`src/rtl/prga_decrypt_if.sv`:
```
`default_nettype none
// ============================================================================
// Module      : prga_decrypt_if
// Description : Handshake and RAM-port bundle between the RC4 PRGA/decrypt
//               engine (master) and its S / CT / PT memories plus the
//               controller that starts it (slave).
// Revision    : 1.0 - initial release
// ============================================================================
interface prga_decrypt_if #(
    parameter int ADDR_W = 8
);
    logic              en;
    logic              rdy;
    logic [ADDR_W-1:0] s_addr;
    logic [7:0]        s_rddata;
    logic [7:0]        s_wrdata;
    logic              s_wren;
    logic [ADDR_W-1:0] ct_addr;
    logic [7:0]        ct_rddata;
    logic [ADDR_W-1:0] pt_addr;
    logic [7:0]        pt_wrdata;
    logic              pt_wren;

    // Engine side: consumes start pulse and RAM read data, drives RAM ports
    modport master (
        input  en, s_rddata, ct_rddata,
        output rdy, s_addr, s_wrdata, s_wren, ct_addr, pt_addr, pt_wrdata, pt_wren
    );

    // Memory / controller side
    modport slave (
        output en, s_rddata, ct_rddata,
        input  rdy, s_addr, s_wrdata, s_wren, ct_addr, pt_addr, pt_wrdata, pt_wren
    );
endinterface
`default_nettype wire

```
`src/rtl/prga_decrypt.sv`:
```
`default_nettype none
// ============================================================================
// Module      : prga_decrypt
// Description : RC4 keystream generator / decryptor. Reads the S-box prepared
//               by init+KSA, runs the PRGA swap sequence and writes
//               pt[k] = keystream ^ ct[k] for a length-prefixed message.
//               Optional macro PRGA_ASCII_CHECK_EN: reject a plaintext byte
//               outside 0x20..0x7E (byte not written, bad_o set, abort).
// Revision    : 1.0 - initial release
// ============================================================================
module prga_decrypt #(
    parameter int ADDR_W = 8
) (
    input  logic           clk,
    input  logic           rst_n,
    prga_decrypt_if.master bus
`ifdef PRGA_ASCII_CHECK_EN
    ,
    output logic           bad_o
`endif
);

    typedef enum logic [3:0] {
        ST_IDLE     = 4'd0,
        ST_RD_LEN   = 4'd1,
        ST_RD_LEN_W = 4'd2,
        ST_WR_LEN   = 4'd3,
        ST_RD_SI    = 4'd4,
        ST_RD_SI_W  = 4'd5,
        ST_RD_SJ    = 4'd6,
        ST_RD_SJ_W  = 4'd7,
        ST_WR_SI    = 4'd8,
        ST_WR_SJ    = 4'd9,
        ST_RD_PAD   = 4'd10,
        ST_RD_PAD_W = 4'd11,
        ST_WR_PT    = 4'd12
    } state_t;

    state_t            state_q, state_d;
    logic [ADDR_W-1:0] i_q, i_d;
    logic [ADDR_W-1:0] j_q, j_d;
    logic [ADDR_W-1:0] k_q, k_d;
    logic [7:0]        len_q, len_d;
    logic [7:0]        si_q, si_d;     // old s[i], kept across the swap
    logic [7:0]        sj_q, sj_d;     // old s[j], kept across the swap
    logic [7:0]        pad_q, pad_d;
    logic [7:0]        ct_q, ct_d;

    logic [7:0]        w_pt;
    logic [ADDR_W-1:0] w_pad_idx;

    // Plaintext byte and keystream index come from registered old values, no re-read
    assign w_pt      = pad_q ^ ct_q;
    assign w_pad_idx = ADDR_W'(si_q) + ADDR_W'(sj_q);

`ifdef PRGA_ASCII_CHECK_EN
    logic bad_q, bad_d;
    logic w_pt_ok;

    assign w_pt_ok = (w_pt >= 8'h20) && (w_pt <= 8'h7E);
    assign bad_o   = bad_q;
`endif

    // State and datapath registers; reset aborts any run in progress
    always_ff @(posedge clk) begin
        if (!rst_n) begin
            state_q <= ST_IDLE;
            i_q     <= '0;
            j_q     <= '0;
            k_q     <= '0;
            len_q   <= '0;
            si_q    <= '0;
            sj_q    <= '0;
            pad_q   <= '0;
            ct_q    <= '0;
`ifdef PRGA_ASCII_CHECK_EN
            bad_q   <= 1'b0;
`endif
        end else begin
            state_q <= state_d;
            i_q     <= i_d;
            j_q     <= j_d;
            k_q     <= k_d;
            len_q   <= len_d;
            si_q    <= si_d;
            sj_q    <= sj_d;
            pad_q   <= pad_d;
            ct_q    <= ct_d;
`ifdef PRGA_ASCII_CHECK_EN
            bad_q   <= bad_d;
`endif
        end
    end

    // Next-state, datapath updates and RAM port drive for each FSM step
    always_comb begin
        state_d       = state_q;
        i_d           = i_q;
        j_d           = j_q;
        k_d           = k_q;
        len_d         = len_q;
        si_d          = si_q;
        sj_d          = sj_q;
        pad_d         = pad_q;
        ct_d          = ct_q;
`ifdef PRGA_ASCII_CHECK_EN
        bad_d         = bad_q;
`endif
        bus.rdy       = 1'b0;
        bus.s_addr    = '0;
        bus.s_wrdata  = '0;
        bus.s_wren    = 1'b0;
        bus.ct_addr   = '0;
        bus.pt_addr   = '0;
        bus.pt_wrdata = '0;
        bus.pt_wren   = 1'b0;

        case (state_q)
            ST_IDLE: begin
                bus.rdy = 1'b1;
                if (bus.en) begin
                    i_d     = '0;
                    j_d     = '0;
                    k_d     = '0;
`ifdef PRGA_ASCII_CHECK_EN
                    bad_d   = 1'b0;
`endif
                    state_d = ST_RD_LEN;
                end
            end
            ST_RD_LEN: begin
                bus.ct_addr = '0;
                state_d     = ST_RD_LEN_W;
            end
            ST_RD_LEN_W: begin
                len_d   = bus.ct_rddata;
                state_d = ST_WR_LEN;
            end
            ST_WR_LEN: begin
                bus.pt_addr   = '0;
                bus.pt_wrdata = len_q;
                bus.pt_wren   = 1'b1;
                if (len_q == 8'd0) begin
                    state_d = ST_IDLE;
                end else begin
                    k_d     = ADDR_W'(1);
                    i_d     = i_q + ADDR_W'(1);
                    state_d = ST_RD_SI;
                end
            end
            ST_RD_SI: begin
                bus.s_addr = i_q;
                state_d    = ST_RD_SI_W;
            end
            ST_RD_SI_W: begin
                bus.s_addr = i_q;
                si_d       = bus.s_rddata;
                j_d        = j_q + ADDR_W'(bus.s_rddata);
                state_d    = ST_RD_SJ;
            end
            ST_RD_SJ: begin
                bus.s_addr = j_q;
                state_d    = ST_RD_SJ_W;
            end
            ST_RD_SJ_W: begin
                bus.s_addr = j_q;
                sj_d       = bus.s_rddata;
                state_d    = ST_WR_SI;
            end
            ST_WR_SI: begin
                bus.s_addr   = i_q;
                bus.s_wrdata = sj_q;
                bus.s_wren   = 1'b1;
                state_d      = ST_WR_SJ;
            end
            ST_WR_SJ: begin
                // i==j rewrites the same value, leaving S unchanged
                bus.s_addr   = j_q;
                bus.s_wrdata = si_q;
                bus.s_wren   = 1'b1;
                state_d      = ST_RD_PAD;
            end
            ST_RD_PAD: begin
                bus.s_addr  = w_pad_idx;
                bus.ct_addr = k_q;
                state_d     = ST_RD_PAD_W;
            end
            ST_RD_PAD_W: begin
                bus.s_addr  = w_pad_idx;
                bus.ct_addr = k_q;
                pad_d       = bus.s_rddata;
                ct_d        = bus.ct_rddata;
                state_d     = ST_WR_PT;
            end
            ST_WR_PT: begin
                bus.pt_addr   = k_q;
                bus.pt_wrdata = w_pt;
`ifdef PRGA_ASCII_CHECK_EN
                if (!w_pt_ok) begin
                    bad_d   = 1'b1;
                    state_d = ST_IDLE;
                end else
`endif
                begin
                    bus.pt_wren = 1'b1;
                    // Terminate on k==len before incrementing so k never wraps
                    if (k_q == ADDR_W'(len_q)) begin
                        state_d = ST_IDLE;
                    end else begin
                        k_d     = k_q + ADDR_W'(1);
                        i_d     = i_q + ADDR_W'(1);
                        state_d = ST_RD_SI;
                    end
                end
            end
            default: begin
                state_d = ST_IDLE;
            end
        endcase
    end

endmodule
`default_nettype wire
```
`src/flat_wrapper.sv`:
```
// flat-port wrapper written by rule: the top's interface ports become plain ports
module prga_decrypt_flat 
#(
    parameter int ADDR_W = 8
)
  (clk, rst_n, bus_en, bus_s_rddata, bus_ct_rddata, bus_rdy, bus_s_addr, bus_s_wrdata, bus_s_wren, bus_ct_addr, bus_pt_addr, bus_pt_wrdata, bus_pt_wren);
  prga_decrypt_if #(.ADDR_W(ADDR_W)) bus_i ();
  input  logic clk;
  input  logic rst_n;
  input wire logic [$bits(bus_i.en)-1:0] bus_en;
  input wire logic [$bits(bus_i.s_rddata)-1:0] bus_s_rddata;
  input wire logic [$bits(bus_i.ct_rddata)-1:0] bus_ct_rddata;
  output wire logic [$bits(bus_i.rdy)-1:0] bus_rdy;
  output wire logic [$bits(bus_i.s_addr)-1:0] bus_s_addr;
  output wire logic [$bits(bus_i.s_wrdata)-1:0] bus_s_wrdata;
  output wire logic [$bits(bus_i.s_wren)-1:0] bus_s_wren;
  output wire logic [$bits(bus_i.ct_addr)-1:0] bus_ct_addr;
  output wire logic [$bits(bus_i.pt_addr)-1:0] bus_pt_addr;
  output wire logic [$bits(bus_i.pt_wrdata)-1:0] bus_pt_wrdata;
  output wire logic [$bits(bus_i.pt_wren)-1:0] bus_pt_wren;
  assign bus_i.en = bus_en;
  assign bus_i.s_rddata = bus_s_rddata;
  assign bus_i.ct_rddata = bus_ct_rddata;
  assign bus_rdy = bus_i.rdy;
  assign bus_s_addr = bus_i.s_addr;
  assign bus_s_wrdata = bus_i.s_wrdata;
  assign bus_s_wren = bus_i.s_wren;
  assign bus_ct_addr = bus_i.ct_addr;
  assign bus_pt_addr = bus_i.pt_addr;
  assign bus_pt_wrdata = bus_i.pt_wrdata;
  assign bus_pt_wren = bus_i.pt_wren;
  prga_decrypt #(.ADDR_W(ADDR_W)) u_core (.clk(clk), .rst_n(rst_n), .bus(bus_i));
endmodule
```
`config.mk`:
```
export PLATFORM = sky130hd
export DESIGN_NAME = prga_decrypt_flat
export DESIGN_NICKNAME = d
export VERILOG_FILES = /design/src/rtl/prga_decrypt_if.sv /design/src/rtl/prga_decrypt.sv /design/src/flat_wrapper.sv
export SDC_FILE = /design/constraint.sdc
export NUM_CORES = 1
export LEC_CHECK = 0
export ABC_AREA = 0
export ABC_CLOCK_PERIOD_IN_PS = 2600
export CAP_MARGIN = 20
export CORE_MARGIN = 3
export CORE_UTILIZATION = 27
export CTS_BUF_LIST = sky130_fd_sc_hd__clkbuf_8
export CTS_CLUSTER_SIZE = 12
export DETAILED_ROUTE_END_ITERATION = 7
export GPL_ROUTABILITY_DRIVEN = 0
export PLACE_DENSITY = 0.53
export SLEW_MARGIN = 20
export SYNTH_ARGS = -nofsm -noshare
export SYNTH_HDL_FRONTEND = slang
export SYNTH_SLANG_ARGS = --single-unit
```
`constraint.sdc`:
```
create_clock -name clk -period 2.6 [get_ports clk]
set_input_delay 0.39 -clock clk [delete_from_list [all_inputs] [get_ports clk]]
set_output_delay 0.39 -clock clk [all_outputs]
set_load 0.005 [all_outputs]
```
=== Word-level counts from Yosys, hierarchy flattened ===
Cells that the tools add are included.

* Memory bits (writable): 0
* ROM bits: 0
* Register bits after elaboration: 68
* Bits of input ports: 19
* Logic and storage cells: 61
* Latch bits: 0
* Memories kept: 0
* Output and inout port bits: 43

* Eq/ne operators: 16
* Multipliers: 0
* Reduce and logical (&&, ||, !) cells: 11
* Add/subtract/negate cells: 4
* Bitwise logic cells: 1
* Mux-type cells: 20
* Order comparisons: 0
* Shifts and indexed selects: 0
* Div/mod/pow operators: 0

{| class="wikitable"
|+ Operators by type and width
! kind !! number
|-
| 8-bit case mux with 3 select lines || 3
|-
| 8-bit 2-to-1 mux || 7
|-
| 4-bit case mux with 13 select lines || 1
|-
| 8-bit case mux with 2 select lines || 3
|-
| 4-bit == test (second input constant) || 5
|-
| 8-bit by 1-bit adder with 8-bit output (second input constant) || 2
|-
| 8-bit adder || 2
|-
| 4-bit by 3-bit == test with 1-bit output (second input constant) || 4
|-
| 4-bit by 2-bit == test with 1-bit output (second input constant) || 2
|-
| 8-bit == test || 1
|-
| 8-bit zero test || 1
|-
| 8-bit XOR || 1
|-
| 3-bit 2-to-1 mux || 2
|-
| 2-bit != test (second input constant) || 3
|-
| 2-bit OR reduction || 3
|-
| 3-bit OR reduction || 2
|-
| 4-bit by 1-bit == test with 1-bit output (second input constant) || 1
|-
| 4-bit zero test || 1
|-
| 4-bit 2-to-1 mux || 1
|-
| 4-bit AND reduction || 1
|-
| 1-bit 2-to-1 mux || 3
|-
| 3-bit nonzero test || 1
|-
| 2-bit AND reduction || 1
|-
| 2-bit nonzero test || 1
|}

=== Depth between registers and ports, before layout ===
Gate-level depths: netlist of the first run.

* Depth after elaboration: 3
* Gate-level depth with buffers: 9
* Gate-level depth less buffers: 9

=== Least setup slack after synthesis of the first run ===
No wires, ideal clock.

* Kind: flip-flop to output port
* Start: register u_core.sj_q[0]
* End: output port bus_s_addr[6]
* Buffers on the path: 0
* Slack: 0.401 ns
* Data arrival time: 1.809 ns
* Stages on the path, launching flop included: 10
* Data required time: 2.210 ns
* Path through: dfxtp_1 ha_1 inv_1 fa_1 nor2b_1 o21ai_0 a21oi_1 o21ai_0 mux2_2 o21ai_0

* Cells in the longest elaborated chain, start to end: 2

{| class="wikitable"
|+ Ends and longest elaborated chain
! item !! RTL line !! text
|-
| start: declaration || prga_decrypt.sv:45 || <nowiki>logic [7:0] sj_q, sj_d;</nowiki>
|-
| start signal: assignment || prga_decrypt.sv:86 || <nowiki>sj_q <= sj_d;</nowiki>
|-
| 8-bit adder || prga_decrypt.sv:54 || <nowiki>assign w_pad_idx = ADDR_W'(si_q) + ADDR_W'(sj_q);</nowiki>
|-
| 8-bit case mux with 3 select lines || prga_decrypt.sv:118 || <nowiki>case (state_q)</nowiki>
|-
| end: declaration || flat_wrapper.sv:14 || <nowiki>output wire logic [$bits(bus_i.s_addr)-1:0] bus_s_addr;</nowiki>
|}

No other way between the ends.

=== Worst setup path after layout of the first run ===
* Start: register u_core.si_q[0]
* End: output port bus_s_addr[6]

* Cells in the longest elaborated chain, start to end: 2

{| class="wikitable"
|+ Ends and longest elaborated chain
! item !! RTL line !! text
|-
| start: declaration || prga_decrypt.sv:44 || <nowiki>logic [7:0] si_q, si_d;</nowiki>
|-
| start signal: assignment || prga_decrypt.sv:85 || <nowiki>si_q <= si_d;</nowiki>
|-
| 8-bit adder || prga_decrypt.sv:54 ||
|-
| 8-bit case mux with 3 select lines || prga_decrypt.sv:118 ||
|}

No other way between the ends.

==> results of run 1 <==
[critical path, cell delays in order (launching register included)]
cell     delay (ns)
dfxtp_2        0.36
ha_4           0.14
inv_1          0.05
fa_2           0.34
nor2b_2        0.13
o21ai_2        0.07
a21oi_2        0.16
o21ai_1        0.08
mux2_2         0.28
o21ai_2        0.11
buf_2          0.12
[layout make-up]
type | instances | area share (%)
Multi-Input combinational cell | 393 | 47.92
Clock inverter | 6 | 1.360
Tap cell | 180 | 4.220
Timing Repair Buffer | 106 | 17.58
Inverter | 10 | 0.7034
Sequential cell | 68 | 25.63
Clock buffer | 10 | 2.579
[cell usage in the layout (no fill, tap or decap), drive strengths merged, types with 3 or more instances in the layout]
| cell type | n |
|---|---|
| nand2 | 102 |
| dfxtp | 68 |
| clkdlybuf4s50 | 56 |
| a21boi | 48 |
| buf | 48 |
| nor2 | 35 |
| xor2 | 30 |
| nand3 | 18 |
| ha | 16 |
| o21ai | 16 |
| and2 | 13 |
| and3 | 13 |
| a21oi | 13 |
| inv | 11 |
| clkbuf | 11 |
| nor2b | 9 |
| mux2i | 8 |
| a22o | 8 |
| nand4 | 8 |
| xnor2 | 7 |
| a22oi | 6 |
| nor4 | 6 |
| nor3 | 5 |
| clkinv | 3 |
[per-stage QoR]
stage / hold WS (ns) / util [%] / setup TNS [ns] / power, µW / instances
after floorplan: 0.4551 / - / 0 / 1246 / 496
after global placement: 0.4629 / 35.54 / -0.2784 / 1369 / 753
after detailed placement: 0.4688 / 35.54 / -0.3718 / 1371 / 753
after CTS: 0.4811 / 37.48 / -0.04174 / 2320 / 771
after global routing: 0.5012 / 37.71 / -0.1296 / 2393 / 773
final: 0.4779 / 37.71 / 0 / 2294 / 773
[repair_timing]
item,4_1_cts,5_1_grt
gates resized for setup,35,9
pin swaps,8,7
setup endpoints to repair,23,23
buffers inserted,2,2
[sequential cells by signal (all words and copies together) (netlist names), 8 cells and up]
register,cells
u_core.ct_q,8
u_core.j_q,8
u_core.si_q,8
u_core.k_q,8
u_core.sj_q,8
u_core.pad_q,8
u_core.len_q,8
u_core.i_q,8
[power breakdown]
part	switching [µW]	internal [µW]
Sequential	17.3	1050
Combinational	156	121
Clock	469	477
[logic make-up after synthesis]
kind of cell | Yosys count
AO/OA/AOI/OAI | 107
XOR/XNOR | 37
AND/OR/NAND/NOR | 222
adder cells (fa/ha/maj) | 18
flip-flops | 68
buffers and inverters | 35
multiplexers | 9
[metal layers]
layer  up-vias  track usage (%)
met5         -                0
met4         0            6.562
met3        14            1.839
met2        57            25.30
met1      1796            20.28
li1       1912                -
[worst paths after layout]
check,cells after the start,slack (ns),start,endpoint
worst max-delay path,10,0.01,u_core.si_q[0],bus_s_addr[6]
worst min-delay path,2,0.48,u_core.ct_q[2],u_core.ct_q[2]
worst max register to register,8,0.35,u_core.state_q[2],u_core.i_q[6]
worst min register to register,2,0.48,u_core.ct_q[2],u_core.ct_q[2]
==> results.toml, run 1 <==
[critical_path]
startpoint_type = "flop"
cp.arrival_ns = 2.20
end_kind = "output port"
crit_type = "flop to output port"
path_max_fanout = 2
cp_data_required_time_ns = 2.21

[logic_synthesis]
synth_ff_type = "dfxtp_1"
ys_warn_count = 0
ys_seq_area_share_pct = 34.19
avgSynthCellArea_um2 = 8.027
synth-xor-area-share_pct = 8.140
ys_ff_latch = 68
synthSimpleGateAreaFrac_pct = 26.65
yosysMostFrequentCell = "nand2_1"
synth.net_count = 533
synth_common_cells = "100 x nand2_1, 68 x dfxtp_1, 45 x a21boi_0"
synth.area.top_cells = "dfxtp_1 34%, nand2_1 9.4%, a21boi_0 8.5%, xor2_1 6.6%, ha_1 5.0%"
postSynthCellCount = 496
synth_fa_ha_area_share_pct = 6.034
ys_types = 53
synth_area_leader_cell = "dfxtp_1"
synth_top_family_by_area = "simple AND/OR/NAND/NOR gates"
synth_mux_area_share_pct = 2.294
synth_compound_area_share_pct = 19.01
syn_area_um2 = 3981
synth_edf_count = 0
async_reset_ff_share_pct = 0
synth_top_area_share_pct = 34.19

[sta]
min_period_over_period_pct = 99.54
slew-limit-headroom_pct = 62.26
finalSetupViolCount = 0
worstMarginPinSlew_ns = 0.5644
period_minus_slack_ns = 2.588
setup_ws_ns = 0.01187
grt_setup_unrepaired = "true"
clock.fmax_mhz = 386.4
finalHoldViolations = 0
slew_viol_final = 0
skew_ns = 0.01494

[finish]
drive_gt1_share_pct = 15.01
num-fill-cells = 1463
final_nets = 625
layout.area.seq_um2 = 1368
multi_input_area_um2 = 2557
diodes = 0
final_area_um2 = 5336
area_growth_pct = 34.04

[worst_hold_path]
min_path_type = "flop to flop"

[run_status]
status = "completed"

[clock_network]
hold_buffers = 0
cts_sinks = 68
clk_pin_slew_worst_paths_ns = 0.08
cts_max_level = 3
cts_tree = "done"
cts_buffers = 9
clk_latency_ns = 0.37
cts_root_buf = "clkbuf_8"
cts_max_path_buffers = 2

[drt]
dr.max_layer_used = "met4"
ant_nets = 0
avgViaCountPerCell = 4.889
first_iter_violations = 162
routed_wl_um = 12170
vias = 3779
met1_length_um = 5684
wl_per_cell_um = 15.74
drc_errors = 0
first_pass_iters = 4
wl_met3_um = 409
wl_met2_um = 5834

[global_routing]
grt_pass1_wl_um = 19820
grt_max_degree = 33
grt_pass1_vias = 3802
track_usage_pct = 15.36
antenna_found_initial = 0
grt_overflow = 0

[power]
cellPowerDensity_nw_per_um2 = 429.9
p_leak_uw = 0.002052
vdd_ir_drop_max_mv = 0.1899

[floorplan]
core_area_um2 = 14150
initial_core_util_pct = 28.14
io_pins = 62
die_h_um = 127.4
dieArea_um2 = 16240
row_count = 43
die_w_um = 127.4

[placed_design]
dp_slack_ns = -0.2546
placed_area_um2 = 5029
io_buffers = 61
dp_hpwl_um = 8922

[run]
maxCapViolCount = 0
Note: power is estimated with default switching activity, not from simulation.
==> run 2: changes to the inputs <==
--- a/config.mk
+++ b/config.mk
@@ -10,7 +10,6 @@
 export CAP_MARGIN = 20
 export CORE_MARGIN = 3
 export CORE_UTILIZATION = 27
-export CTS_BUF_LIST = sky130_fd_sc_hd__clkbuf_8
 export CTS_CLUSTER_SIZE = 12
 export DETAILED_ROUTE_END_ITERATION = 7
 export GPL_ROUTABILITY_DRIVEN = 0
==> run 2 against run 1 <==
Effect of this change:
- utilization increased by 0.52 points
- highest routed layer unchanged
- critical endpoint unchanged
- register-to-register slack improved by 0.02 ns
- non-clock buffer count decreased by 1
==> results.toml, run 2 (synthesis gave the netlist of run 1 again) <==
[run_status]
status = "completed"

[global_routing]
grt_max_degree = 33
antenna_found_initial = 0
track_usage_pct = 15.38
grt_pass1_wl_um = 19870
grt_pass1_vias = 3799
grt_overflow = 0

[finish]
diodes = 0
layout.cells.non_filler = 772
multi_input_area_um2 = 2542
drive_gt1_share_pct = 14.36
final_core_util_pct = 38.24
layout.area.seq_um2 = 1366
area_growth_pct = 35.89
final_nets = 624
num-fill-cells = 1448
layout_commonest_cell = "nand2_1"
final_area_um2 = 5410
layout_common_cells = "100 x nand2_1, 64 x dfxtp_1, 56 x clkdlybuf4s50_1, 45 x a21boi_0, 42 x buf_4"

[drt]
first_pass_iters = 4
avgViaCountPerCell = 4.907
routed_wl_um = 12080
first_iter_violations = 177
vias = 3788
ant_nets = 0
wl_per_cell_um = 15.65
drc_errors = 0

[run]
maxCapViolCount = 0

[critical_path]
cp.arrival_ns = 2.17
crit_type = "flop to output port"
cp_data_required_time_ns = 2.21
startpoint_type = "flop"
end_kind = "output port"
reg2reg_setup_slack_ns = 0.37
path_max_fanout = 2

[clock_network]
cts_sinks = 68
cts_buffers = 9
hold_buffers = 0
cts_max_path_buffers = 2
cts_tree = "done"
cts_max_level = 3
cts_root_buf = "clkbuf_16"
clk_latency_ns = 0.34
clk_pin_slew_worst_paths_ns = 0.06

[sta]
skew_ns = 0.008193
grt_setup_unrepaired = "true"
period_minus_slack_ns = 2.561
finalHoldViolations = 0
worstMarginPinSlew_ns = 0.5889
holdWs_ns = 0.4735
slew_viol_final = 0
slew-limit-headroom_pct = 60.62
finalSetupViolCount = 0
min_period_over_period_pct = 98.49
clock.fmax_mhz = 390.5

[placed_design]
io_buffers = 61
place_inst = 753
placed_area_um2 = 5029
dp_hpwl_um = 8922

[worst_hold_path]
min_path_type = "flop to flop"

[floorplan]
row_count = 43
io_pins = 62
dieArea_um2 = 16240
die_w_um = 127.4
die_h_um = 127.4
initial_core_util_pct = 28.14
core_area_um2 = 14150

[power]
p_leak_uw = 0.002095
cellPowerDensity_nw_per_um2 = 485.9
fin_total_pwr_uw = 2629
vdd_ir_drop_max_mv = 0.3177
## run 2: cell type report
type | instances | share of cell area (%)
Clock buffer | 10 | 4.417
Sequential cell | 68 | 25.25
Clock inverter | 6 | 1.341
Multi-Input combinational cell | 393 | 46.99
Tap cell | 180 | 4.163
Inverter | 10 | 0.6938
Timing Repair Buffer | 105 | 17.14
## run 2: worst max-delay path: stages, from the launching register on
cell,delay [ns]
dfxtp_2,0.36
ha_4,0.14
inv_1,0.05
fa_2,0.34
nor2b_2,0.13
o21ai_2,0.07
a21oi_2,0.16
o21ai_1,0.08
mux2_2,0.28
o21ai_2,0.11
buf_2,0.12
## run 2: layer usage
metal | vias up | GRT usage (%) | wire, µm
li1 | 1916 | - | -
met1 | 1796 | 20.27 | 5629
met2 | 61 | 25.36 | 5833
met3 | 15 | 2.717 | 366
met4 | 0 | 5.237 | 251
met5 | - | 0 | 0
## run 2: stage by stage
step,setup WS (ns),setup TNS (ns)
6_report,0.03918,0
4_1_cts,-0.01868,-0.01868
2_1_floorplan,0.4010,0
5_1_grt,-0.08997,-0.1125
3_5_place_dp,-0.2546,-0.3718
3_3_place_gp,-0.1669,-0.2784
## run 2: timing repair
item                       in CTS  in global routing
gates cloned                    0                  0
setup endpoints to repair      21                 22
buffers inserted                2                  1
pin swaps                       7                  4
gates resized for setup        31                  8
## run 2: report_power, final
group | switching, µW | internal (µW) | leakage [µW] | total (µW)
combinational | 158 | 120 | 0.00140 | 279
sequential | 16.9 | 1060 | 0.000551 | 1070
clock | 500 | 777 | 0.000149 | 1280
total | 675 | 1950 | 0.00210 | 2630
## run 2: path summary, 6_finish.rpt
path | from | end | depth (start not counted)
hold reg to reg | u_core.ct_q[2] | u_core.ct_q[2] | 2
hold / removal | u_core.ct_q[2] | u_core.ct_q[2] | 2
setup reg to reg | u_core.state_q[3] | u_core.i_q[6] | 8
setup / recovery | u_core.si_q[0] | bus_s_addr[6] | 10
==> run 3: changes to the inputs <==
--- a/config.mk
+++ b/config.mk
@@ -6,7 +6,7 @@
 export NUM_CORES = 1
 export LEC_CHECK = 0
 export ABC_AREA = 0
-export ABC_CLOCK_PERIOD_IN_PS = 2600
+export ABC_CLOCK_PERIOD_IN_PS = 3000
 export CAP_MARGIN = 20
 export CORE_MARGIN = 3
 export CORE_UTILIZATION = 27
==> constraint.sdc (replaced) <==
create_clock -name clk -period 3 [get_ports clk]
set_input_delay 0.45 -clock clk [delete_from_list [all_inputs] [get_ports clk]]
set_output_delay 0.45 -clock clk [all_outputs]
set_load 0.005 [all_outputs]
==> run 3 against run 2 <==
Effect of this change:
- hold slack barely moved
- sequential power fell by 13%
- clock skew fell by 0.0032 ns
- sequential share of layout area rose by 0.85 points
- total power fell by 12%
- largest cell class unchanged
- register-to-register slack improved by 0.14 ns
- setup slack improved by 0.078 ns
- utilization fell by 1.3 points
- non-clock buffer count fell by 21
- highest routed layer unchanged
- first-iteration DRC count rose by 2.8%
- combinational power fell by 19%
- die area did not move
==> results.toml, run 3 (synthesis gave the netlist of run 1 again) <==
[drt]
routed_wl_um = 11950
avgViaCountPerCell = 5.059
drc_errors = 0
first_pass_iters = 5
wl_per_cell_um = 15.91
first_iter_violations = 182
ant_nets = 0
vias = 3799

[clock_network]
hold_buffers = 0
cts_root_buf = "clkbuf_16"
cts_tree = "done"
clk_latency_ns = 0.34
clk_pin_slew_worst_paths_ns = 0.05
cts_max_level = 3
cts_sinks = 68
cts_buffers = 9
cts_max_path_buffers = 2

[sta]
slew_viol_final = 0
finalHoldViolations = 0
clock.fmax_mhz = 346.9
skew_ns = 0.004983
setup_ws_ns = 0.1169
min_period_over_period_pct = 96.10
finalSetupViolCount = 0
period_minus_slack_ns = 2.883
holdWs_ns = 0.4732
worstMarginPinSlew_ns = 0.7630
slew-limit-headroom_pct = 48.98

[power]
cellPowerDensity_nw_per_um2 = 441.7
clkPwrFrac_pct = 49.8
switching_power_uw = 551.3
vdd_ir_drop_max_mv = 0.2951
p_comb_share_pct = 9.8
p_sw_share_pct = 23.90
cellInternalPower_uw = 1756
pwr-share-seq_pct = 40.5
p_leak_uw = 0.001990

[finish]
diodes = 0
layout_common_cells = "100 x nand2_1, 66 x dfxtp_1, 58 x clkdlybuf4s50_1, 45 x a21boi_0, 35 x nor2_1"
num-fill-cells = 1458
layout_commonest_cell = "nand2_1"
area_growth_pct = 31.21
final_nets = 603
drive_gt1_share_pct = 9.107

[global_routing]
grt_overflow = 0
grt_max_degree = 32
grt_pass1_vias = 3803
antenna_found_initial = 0
grt_pass1_wl_um = 19680
track_usage_pct = 15.21

[critical_path]
path_max_fanout = 4
end_kind = "output port"
cp.arrival_ns = 2.43
crit_type = "flop to output port"
crit_chain = "ha_1 -> a21oi_1 -> nor2b_1 -> o31a_1 -> nor2_1 -> xor2_1 -> o21ai_0 -> clkdlybuf4s50_1"
crit_family = "compound AO/OA/AOI/OAI gates"
cp_data_required_time_ns = 2.55
crit_slowest_cell = "clkdlybuf4s50_1"
cp_slowest_stage_delay_ns = 0.55
startpoint_type = "flop"
crit_buf_inv = 1

[floorplan]
die_w_um = 127.4
core_area_um2 = 14150
dieArea_um2 = 16240
row_count = 43
die_h_um = 127.4
initial_core_util_pct = 28.14
io_pins = 62

[run]
maxCapViolCount = 0

[placed_design]
io_buffers = 61
dp_hpwl_um = 8607
dp_slack_ns = 0.09234

[worst_hold_path]
min_path_type = "flop to flop"

[run_status]
status = "completed"
-- run 3: per-stage QoR --
step,setup TNS (ns),util [%],cells,cell area [µm²],power (µW)
floorplan,0,-,496,3981,1080
global route,-0.009031,36.92,751,5224,2389
global placement,0,34.37,731,4863,1176
finish,0,36.92,751,5224,2307
CTS,0,36.80,750,5207,2334
detailed placement,0,34.37,731,4863,1177
-- run 3: final cells by class --
type,count,area (µm²),share of cell area (%)
multi-input cells,393,2504,47.93
well taps,180,225.2,4.311
repair buffers,84,775.7,14.85
clock buffers,11,242.7,4.647
flip-flops and latches,68,1364,26.11
clock inverters,5,75.07,1.437
inverters,10,37.54,0.7186
-- run 3: timing repair --
action,in CTS,in global routing
pin swaps,3,2
gates resized for setup,5,9
cloned,0,0
setup buffers,3,1
setup endpoints to repair,3,3
-- run 3: worst min-delay path, stage by stage (launching register included) --
cell	delay, ns
dfxtp_1	0.31
nand2_1	0.05
a21boi_0	0.06
-- run 3: power by group through the flow --
stage / Clock (µW) / Sequential, µW / Combinational, µW
2_1_floorplan: 0 / 947 / 132
3_3_place_gp: 0 / 952 / 223
3_5_place_dp: 0 / 953 / 224
4_1_cts: 1170 / 933 / 226
5_1_grt: 1210 / 935 / 246
6_report: 1150 / 934 / 225
-- run 3: worst paths after layout --
kind | to | slack, ns | from | depth (start not counted)
min | u_core.ct_q[1] | 0.47 | u_core.ct_q[1] | 2
min reg2reg | u_core.ct_q[1] | 0.47 | u_core.ct_q[1] | 2
max reg2reg | u_core.k_q[4] | 0.51 | u_core.state_q[3] | 7
max | bus_s_addr[5] | 0.12 | u_core.sj_q[1] | 8
-- run 3: routing by layer --
metal	vias up	routed length, µm	GRT usage, %
met5	-	0	0
met4	0	224	5.678
met3	21	373	2.759
met2	63	5819	24.90
met1	1848	5532	19.96
li1	1867	-	-
